<file path="config.mk">
export PLATFORM = sky130hd
export DESIGN_NAME = niosii_system_servo_pwm_flat
export DESIGN_NICKNAME = d
export VERILOG_FILES = /design/src/rtl/niosii_system_servo_pwm_pkg.sv /design/src/rtl/niosii_system_servo_pwm_if.sv /design/src/rtl/niosii_system_servo_pwm_chan.sv /design/src/rtl/niosii_system_servo_pwm.sv /design/src/flat_wrapper.sv
export SDC_FILE = /design/constraint.sdc
export NUM_CORES = 1
export LEC_CHECK = 0
export CAP_MARGIN = 25
export CORE_ASPECT_RATIO = 0.6
export CORE_UTILIZATION = 50
export CTS_CLUSTER_SIZE = 40
export DETAILED_ROUTE_END_ITERATION = 16
export PLACE_DENSITY = 0.69
export SYNTH_ARGS = -nofsm -noshare
export SYNTH_HDL_FRONTEND = slang
export SYNTH_HIERARCHICAL = 1
export SYNTH_SLANG_ARGS = --single-unit
export TNS_END_PERCENT = 30
</file>
<file path="constraint.sdc">
create_clock -name clock -period 7.9 [get_ports clock]
set_clock_uncertainty 0.1 [all_clocks]
set_input_delay 1.58 -clock clock [delete_from_list [all_inputs] [get_ports clock]]
set_output_delay 1.58 -clock clock [all_outputs]
set_load 0.005 [all_outputs]
</file>
<file path="src/rtl/niosii_system_servo_pwm_pkg.sv">
// Purpose: shared register map, CTRL bit positions and FSM encoding for the servo PWM block.
// Latency: n/a (constants and types only).
// Backpressure: n/a.
package niosii_system_servo_pwm_pkg;

  // Word addresses on the Avalon-MM slave
  localparam logic [2:0] ADDR_CTRL   = 3'd0;
  localparam logic [2:0] ADDR_STATUS = 3'd1;
  localparam logic [2:0] ADDR_PERIOD = 3'd2;
  localparam logic [2:0] ADDR_RSVD   = 3'd3;
  localparam logic [2:0] ADDR_PULSE0 = 3'd4;

  // CTRL register bit indices
  localparam int CTRL_EN_BIT     = 0;
  localparam int CTRL_IRQ_EN_BIT = 1;

  typedef enum logic {
    ST_IDLE = 1'b0,
    ST_RUN  = 1'b1
  } state_e;

endpackage

</file>
<file path="src/rtl/niosii_system_servo_pwm_if.sv">
// Purpose: Avalon-MM slave bus bundle (address/strobes/data) for the servo PWM peripheral.
// Latency: readdata is registered by the slave, valid the cycle after a read strobe.
// Backpressure: none; the slave accepts every access (no waitrequest).
// Ports: address[2:0], chipselect, read, write, writedata[31:0] from master; readdata[31:0] from slave.
interface niosii_system_servo_pwm_if;
  logic [2:0]  address;
  logic        chipselect;
  logic        read;
  logic        write;
  logic [31:0] writedata;
  logic [31:0] readdata;

  modport master (
    output address, chipselect, read, write, writedata,
    input  readdata
  );

  modport slave (
    input  address, chipselect, read, write, writedata,
    output readdata
  );
endinterface

</file>
<file path="src/rtl/niosii_system_servo_pwm_chan.sv">
// Purpose: one PWM channel: active pulse-width shadow plus compare against the frame counter.
// Latency: pwm is registered, one cycle behind cnt.
// Backpressure: none; shadow reloads only when load is pulsed at a frame boundary.
// Ports: clock, reset_n, load (shadow reload strobe), pulse_prog (value to load),
//        run (FSM in RUN), cnt (frame counter), pwm (registered output).
module niosii_system_servo_pwm_chan #(
  parameter int CNT_W         = 20,
  parameter int DEFAULT_PULSE = 75000
) (
  input  logic             clock,
  input  logic             reset_n,
  input  logic             load,
  input  logic [CNT_W-1:0] pulse_prog,
  input  logic             run,
  input  logic [CNT_W-1:0] cnt,
  output logic             pwm
);

  localparam logic [CNT_W-1:0] RST_PULSE = CNT_W'(DEFAULT_PULSE);

  logic [CNT_W-1:0] active_pulse_q, active_pulse_d;
  logic             pwm_q, pwm_d;

  // pulse >= period is naturally constant-high and pulse = 0 constant-low,
  // because cnt only ever spans 0..period-1.
  always_comb begin
    active_pulse_d = active_pulse_q;
    if (load) begin
      active_pulse_d = pulse_prog;
    end
    pwm_d = run & (cnt < active_pulse_q);
  end

  always_ff @(posedge clock or negedge reset_n) begin
    if (!reset_n) begin
      active_pulse_q <= RST_PULSE;
      pwm_q          <= 1'b0;
    end else begin
      active_pulse_q <= active_pulse_d;
      pwm_q          <= pwm_d;
    end
  end

  assign pwm = pwm_q;

endmodule

</file>
<file path="src/rtl/niosii_system_servo_pwm.sv">
// Purpose: Avalon-MM servo PWM peripheral: register file, frame counter, IDLE/RUN FSM, NUM_CH channels.
// Latency: read data 1 cycle after strobe; writes apply on the strobe edge; pwm lags cnt by 1 cycle.
// Backpressure: none; every bus access completes in one cycle.
// Ports: clock, reset_n (async, active-low), bus (Avalon slave modport),
//        pwm_out[NUM_CH-1:0] (registered pulses), irq (done & irq_en).
module niosii_system_servo_pwm
  import niosii_system_servo_pwm_pkg::*;
#(
  parameter int NUM_CH         = 4,
  parameter int CNT_W          = 20,
  parameter int DEFAULT_PERIOD = 1000000,
  parameter int DEFAULT_PULSE  = 75000
) (
  input  logic                   clock,
  input  logic                   reset_n,
  niosii_system_servo_pwm_if.slave bus,
  output logic [NUM_CH-1:0]      pwm_out,
  output logic                   irq
);

  localparam logic [CNT_W-1:0] RST_PERIOD = CNT_W'(DEFAULT_PERIOD);
  localparam logic [CNT_W-1:0] RST_PULSE  = CNT_W'(DEFAULT_PULSE);
  localparam logic [CNT_W-1:0] MIN_PERIOD = CNT_W'(2);
  localparam logic [CNT_W-1:0] ONE        = CNT_W'(1);

  logic             wr_en, rd_en;
  logic [1:0]       ctrl_q, ctrl_d;
  logic             done_q, done_d;
  logic [CNT_W-1:0] period_q, period_d;
  logic [CNT_W-1:0] pulse_q [NUM_CH];
  logic [CNT_W-1:0] pulse_d [NUM_CH];
  logic [31:0]      readdata_q, readdata_d;
  logic [31:0]      rd_mux;
  state_e           state_q, state_d;
  logic [CNT_W-1:0] cnt_q, cnt_d;
  logic [CNT_W-1:0] active_period_q, active_period_d;
  logic             enable, run, frame_wrap, shadow_load;

  assign wr_en  = bus.chipselect & bus.write;
  assign rd_en  = bus.chipselect & bus.read;
  assign enable = ctrl_q[CTRL_EN_BIT];
  assign run    = (state_q == ST_RUN);

  // Last cycle of a frame; suppressed when software disables so done stays put.
  assign frame_wrap = run && enable && (cnt_q == active_period_q - ONE);

  // Programmed registers. The _d values feed the shadow load so a write landing
  // on the frame's last edge is picked up by the frame that starts there.
  always_comb begin
    ctrl_d   = ctrl_q;
    period_d = period_q;
    for (int i = 0; i < NUM_CH; i++) begin
      pulse_d[i] = pulse_q[i];
    end
    if (wr_en) begin
      case (bus.address)
        ADDR_CTRL:   ctrl_d   = bus.writedata[1:0];
        ADDR_PERIOD: period_d = bus.writedata[CNT_W-1:0];
        default: begin
          for (int i = 0; i < NUM_CH; i++) begin
            if (bus.address == ADDR_PULSE0 + 3'(i)) begin
              pulse_d[i] = bus.writedata[CNT_W-1:0];
            end
          end
        end
      endcase
    end
  end

  // Sticky done: a frame wrap beats a simultaneous write-1-clear.
  always_comb begin
    done_d = done_q;
    if (wr_en && (bus.address == ADDR_STATUS) && bus.writedata[0]) begin
      done_d = 1'b0;
    end
    if (frame_wrap) begin
      done_d = 1'b1;
    end
  end

  // Read mux sees pre-write register values, so a same-cycle read/write returns old data.
  always_comb begin
    rd_mux = '0;
    case (bus.address)
      ADDR_CTRL:   rd_mux[1:0]       = ctrl_q;
      ADDR_STATUS: rd_mux[0]         = done_q;
      ADDR_PERIOD: rd_mux[CNT_W-1:0] = period_q;
      ADDR_RSVD:   rd_mux            = '0;
      default: begin
        for (int i = 0; i < NUM_CH; i++) begin
          if (bus.address == ADDR_PULSE0 + 3'(i)) begin
            rd_mux[CNT_W-1:0] = pulse_q[i];
          end
        end
      end
    endcase
    readdata_d = rd_en ? rd_mux : readdata_q;
  end

  // Frame FSM and counter
  always_comb begin
    state_d         = state_q;
    cnt_d           = cnt_q;
    active_period_d = active_period_q;
    shadow_load     = 1'b0;
    case (state_q)
      ST_IDLE: begin
        cnt_d = '0;
        if (enable) begin
          state_d     = ST_RUN;
          shadow_load = 1'b1;
        end
      end
      ST_RUN: begin
        if (!enable) begin
          state_d = ST_IDLE;
          cnt_d   = '0;
        end else if (frame_wrap) begin
          cnt_d       = '0;
          shadow_load = 1'b1;
        end else begin
          cnt_d = cnt_q + ONE;
        end
      end
    endcase
    // A one-clock frame cannot hold a wrap, so short periods are forced to 2.
    if (shadow_load) begin
      active_period_d = (period_d < MIN_PERIOD) ? MIN_PERIOD : period_d;
    end
  end

  always_ff @(posedge clock or negedge reset_n) begin
    if (!reset_n) begin
      ctrl_q          <= '0;
      done_q          <= 1'b0;
      period_q        <= RST_PERIOD;
      for (int i = 0; i < NUM_CH; i++) begin
        pulse_q[i] <= RST_PULSE;
      end
      readdata_q      <= '0;
      state_q         <= ST_IDLE;
      cnt_q           <= '0;
      active_period_q <= RST_PERIOD;
    end else begin
      ctrl_q          <= ctrl_d;
      done_q          <= done_d;
      period_q        <= period_d;
      for (int i = 0; i < NUM_CH; i++) begin
        pulse_q[i] <= pulse_d[i];
      end
      readdata_q      <= readdata_d;
      state_q         <= state_d;
      cnt_q           <= cnt_d;
      active_period_q <= active_period_d;
    end
  end

  for (genvar g = 0; g < NUM_CH; g++) begin : g_chan
    niosii_system_servo_pwm_chan #(
      .CNT_W         (CNT_W),
      .DEFAULT_PULSE (DEFAULT_PULSE)
    ) u_chan (
      .clock      (clock),
      .reset_n    (reset_n),
      .load       (shadow_load),
      .pulse_prog (pulse_d[g]),
      .run        (run),
      .cnt        (cnt_q),
      .pwm        (pwm_out[g])
    );
  end

  assign bus.readdata = readdata_q;
  assign irq          = done_q & ctrl_q[CTRL_IRQ_EN_BIT];

endmodule
</file>
<file path="src/flat_wrapper.sv">
// flat-port wrapper written by rule: the top's interface ports become plain ports
module niosii_system_servo_pwm_flat import niosii_system_servo_pwm_pkg::*;
#(
  parameter int NUM_CH         = 4,
  parameter int CNT_W          = 20,
  parameter int DEFAULT_PERIOD = 1000000,
  parameter int DEFAULT_PULSE  = 75000
)
  (clock, reset_n, pwm_out, irq, bus_address, bus_chipselect, bus_read, bus_write, bus_writedata, bus_readdata);
  niosii_system_servo_pwm_if bus_i ();
  input  logic clock;
  input  logic reset_n;
  output logic [NUM_CH-1:0] pwm_out;
  output logic irq;
  input wire logic [$bits(bus_i.address)-1:0] bus_address;
  input wire logic [$bits(bus_i.chipselect)-1:0] bus_chipselect;
  input wire logic [$bits(bus_i.read)-1:0] bus_read;
  input wire logic [$bits(bus_i.write)-1:0] bus_write;
  input wire logic [$bits(bus_i.writedata)-1:0] bus_writedata;
  output wire logic [$bits(bus_i.readdata)-1:0] bus_readdata;
  assign bus_i.address = bus_address;
  assign bus_i.chipselect = bus_chipselect;
  assign bus_i.read = bus_read;
  assign bus_i.write = bus_write;
  assign bus_i.writedata = bus_writedata;
  assign bus_readdata = bus_i.readdata;
  niosii_system_servo_pwm #(.NUM_CH(NUM_CH), .CNT_W(CNT_W), .DEFAULT_PERIOD(DEFAULT_PERIOD), .DEFAULT_PULSE(DEFAULT_PULSE)) u_core (.clock(clock), .reset_n(reset_n), .bus(bus_i), .pwm_out(pwm_out), .irq(irq));
endmodule
</file>
==> results.yml <==
global_route:
  grt_pass1_vias: 8770
  antenna_found_initial: 0
  grt_usage: 0.278
  grt_pass1_wl_mm: 55.0
  overflow: 0
  grt_max_degree: 177
timing:
  drv_slew: 0
  rsz0062_at_grt: "no"
  max_slew_margin: 0.364
  clock.fmax_mhz: 208
  period_needed_ps: 4810
  tightest_slew_ps: 951
  tns_ps: 0
  setup_viol: 0
  period_share: 0.609
  hold_viol_final: 0
drt:
  dr.first_iter.drc_count: 997
  wl_per_cell_um: 22.5
  drt-pass1-iter-count: 5
  routed_wl_mm: 36.4
  via_per_inst: 5.80
  remaining_drc_errors: 0
  vias: 9377
  final_antenna_net_count: 0
clock_tree:
  cts.clk_slew.worst_paths_ps: 60
  clkLatencyLatePin_ps: 550
  cts_max_path_buffers: 3
  cts_tree: "built"
  cts_buffers: 24
  cts_root_buf: "clkbuf_16"
  cts_sinks: 248
  hold_buffers: 0
  post-cts-setup-buffers: 0
  cts.repair.resized: 0
  cts_max_level: 1
setup_path:
  critPathMaxFanout: 27
  arrival_ps: 5120
  cp_slowest_cell: "or4_1"
  path_buf_inv: 3
  regToRegEndpoint: "u_core/g_chan[2].u_chan/active_pulse_q[13]"
  rr_startpoint: "u_core/active_period_q[3]"
  reg2reg_slack_ps: 3690
  crit_path_start_kind: "input port"
  reg2reg_depth: 9
  crit_type: "input port to register"
  path_cells: "clkdlybuf4s50_1, buf_4, nor2b_1, nor2b_1, and3_1, buf_4, mux2_1, or4_1, o21ai_0, mux2i_1"
  max_stage_delay_ps: 590
  end_kind: "register"
  crit_required_ps: 8200
  cp_top_family: "simple AND/OR/NAND/NOR gates"
synthesis:
  async_flop_share: 1.00
  yosysMostFrequentCell: "dfrtp_1"
  syn_avg_cell_area_um2: 10.7
  synthCells: 1216
  synthTopCellsByCount: "dfrtp_1 (170), nand2_1 (153), o21ai_0 (121)"
  synth_ff_type: "dfrtp_1"
  ys_seq_area_frac: 0.486
  synth_top_cell_area_share: 0.328
  synth-edff-count: 0
  ys_seq_elements: 248
  yosys_warnings: 6
  yosysUniqueCellTypes: 68
  yosysTopAreaCell: "dfrtp_1"
  ys_top_cells_by_area: "dfrtp_1 (33%), dfstp_2 (16%), mux2_2 (8.9%), ha_1 (7.5%), o21ai_0 (4.7%)"
  syn_area_mm2: 0.0130
finish:
  layout-drive-gt1-share: 0.216
  areaGrowthSynthToFinish_pct: 12.6
  multi_input_area_mm2: 0.00607
  n_fill_cell: 2141
  final_cell_count_no_fill: 1618
  final_nets: 1366
  final-seq-area_mm2: 0.00630
  n_antenna_cell: 0
pwr:
  leakage_nw: 6.33
  cellPowerDensity_mw_per_mm2: 322
  p_total_mw: 4.70
  vdd_ir_drop_max_mv: 0.133
min_path:
  hold_end: "u_core/bus.readdata[9]"
  min_path_type: "register to register"
  hold_depth: 2
  min_from: "u_core/bus.readdata[9]"
floorplan:
  pin_count: 77
  fp-row-count: 45
  die-area_mm2: 0.0266
  die_w_um: 210
  core_mm2: 0.0254
  die_h_um: 127
  initial_utilization: 0.511
place:
  globalplace.congestion: 0.900
  portBuffers: 52
  dp_hpwl_mm: 25.3
  dp.cells: 1573
job:
  maxCapViolCount: 0
status:
  status: "completed"
==> worst min-delay path, stage by stage, from the launching register on <==
cell,delay (ps)
dfrtp_1,340
nand2_1,50
o21ai_0,60
==> stage by stage <==
| step | hold slack, ps | worst slack, ps | util | area (um^2) |
|---|---|---|---|---|
| final | 377 | 3090 | 0.575 | 14600 |
| after global routing | 400 | 2920 | 0.575 | 14600 |
| after CTS | 384 | 3130 | 0.574 | 14600 |
| after detailed placement | 369 | 2590 | 0.542 | 13800 |
| after global placement | 359 | 2660 | 0.542 | 13800 |
| after floorplan | 332 | 3780 | - | 13000 |
==> sequential cells by signal, indices dropped and copies added (netlist names) <==
name and cells:
u_core/ctrl_q 2, u_core/bus.readdata 20, u_core/run 1, u_core/active_period_q 20, u_core/g_chan.u_chan/active_pulse_q 80, u_core/done_q 1, u_core/cnt_q 20, u_core/g_chan.u_chan/pwm 4
u_core/period_q 20, u_core/pulse_q 80
==> power by group <==
group	switching (mW)	internal, mW	total [mW]
sequential	0.266	1.77	2.03
clock	0.513	0.714	1.23
combinational	0.836	0.606	1.44
==> final cells by class <==
class | count | share of cell area
multi-input combinational | 820 | 0.416
clock buffer | 33 | 0.0448
sequential | 248 | 0.432
inverter | 90 | 0.0231
clock inverter | 11 | 0.0116
tap | 352 | 0.0302
timing repair buffer | 64 | 0.0429
==> routing by layer <==
layer | global-route usage | up-vias | share of wire
met5 | 0 | - | 0
met4 | 0.0326 | 0 | 0.0092
met3 | 0.111 | 27 | 0.12
met2 | 0.339 | 369 | 0.37
met1 | 0.455 | 4655 | 0.50
li1 | - | 4326 | -
==> how the worst max path moves through the flow <==
stage                    from  slack, ps  cells after the start                        end
3_3_place_gp   bus_address[2]       2660                     10  u_core/active_period_q[0]
6_report       bus_address[2]       3090                     10  u_core/active_period_q[0]
2_1_floorplan  bus_address[1]       3780                     11  u_core/active_period_q[0]
3_5_place_dp   bus_address[2]       2590                     10  u_core/active_period_q[0]
5_1_grt        bus_address[2]       2920                     10  u_core/active_period_q[0]
4_1_cts        bus_address[2]       3130                     10  u_core/active_period_q[0]
==> cell usage in the layout, fill, tap and decap left out, types with 12 or more instances in the layout <==
cell type	count
conb_1	12
mux2_4	18
nand3_1	15
a21oi_1	51
clkbuf_16	24
nor4_1	17
xnor2_1	22
nor2_1	29
dfstp_2	78
dfrtp_1	170
ha_1	78
mux2_2	102
inv_1	90
xor2_1	17
clkdlybuf4s50_1	49
nand2_1	153
o21ai_0	121
nor3_1	31
o221ai_1	12
==> logic make-up after synthesis <==
| family | Yosys count | share of synthesized area |
|---|---|---|
| buffers and inverters | 159 | 0.0515 |
| XOR/XNOR | 39 | 0.0263 |
| flip-flops | 248 | 0.486 |
| AND/OR/NAND/NOR | 313 | 0.117 |
| other | 1 | 0.000289 |
| AO/OA/AOI/OAI | 236 | 0.108 |
| adder cells (fa/ha/maj) | 78 | 0.0753 |
| multiplexers | 142 | 0.136 |
No activity file was read; power rests on OpenSTA's default activity.
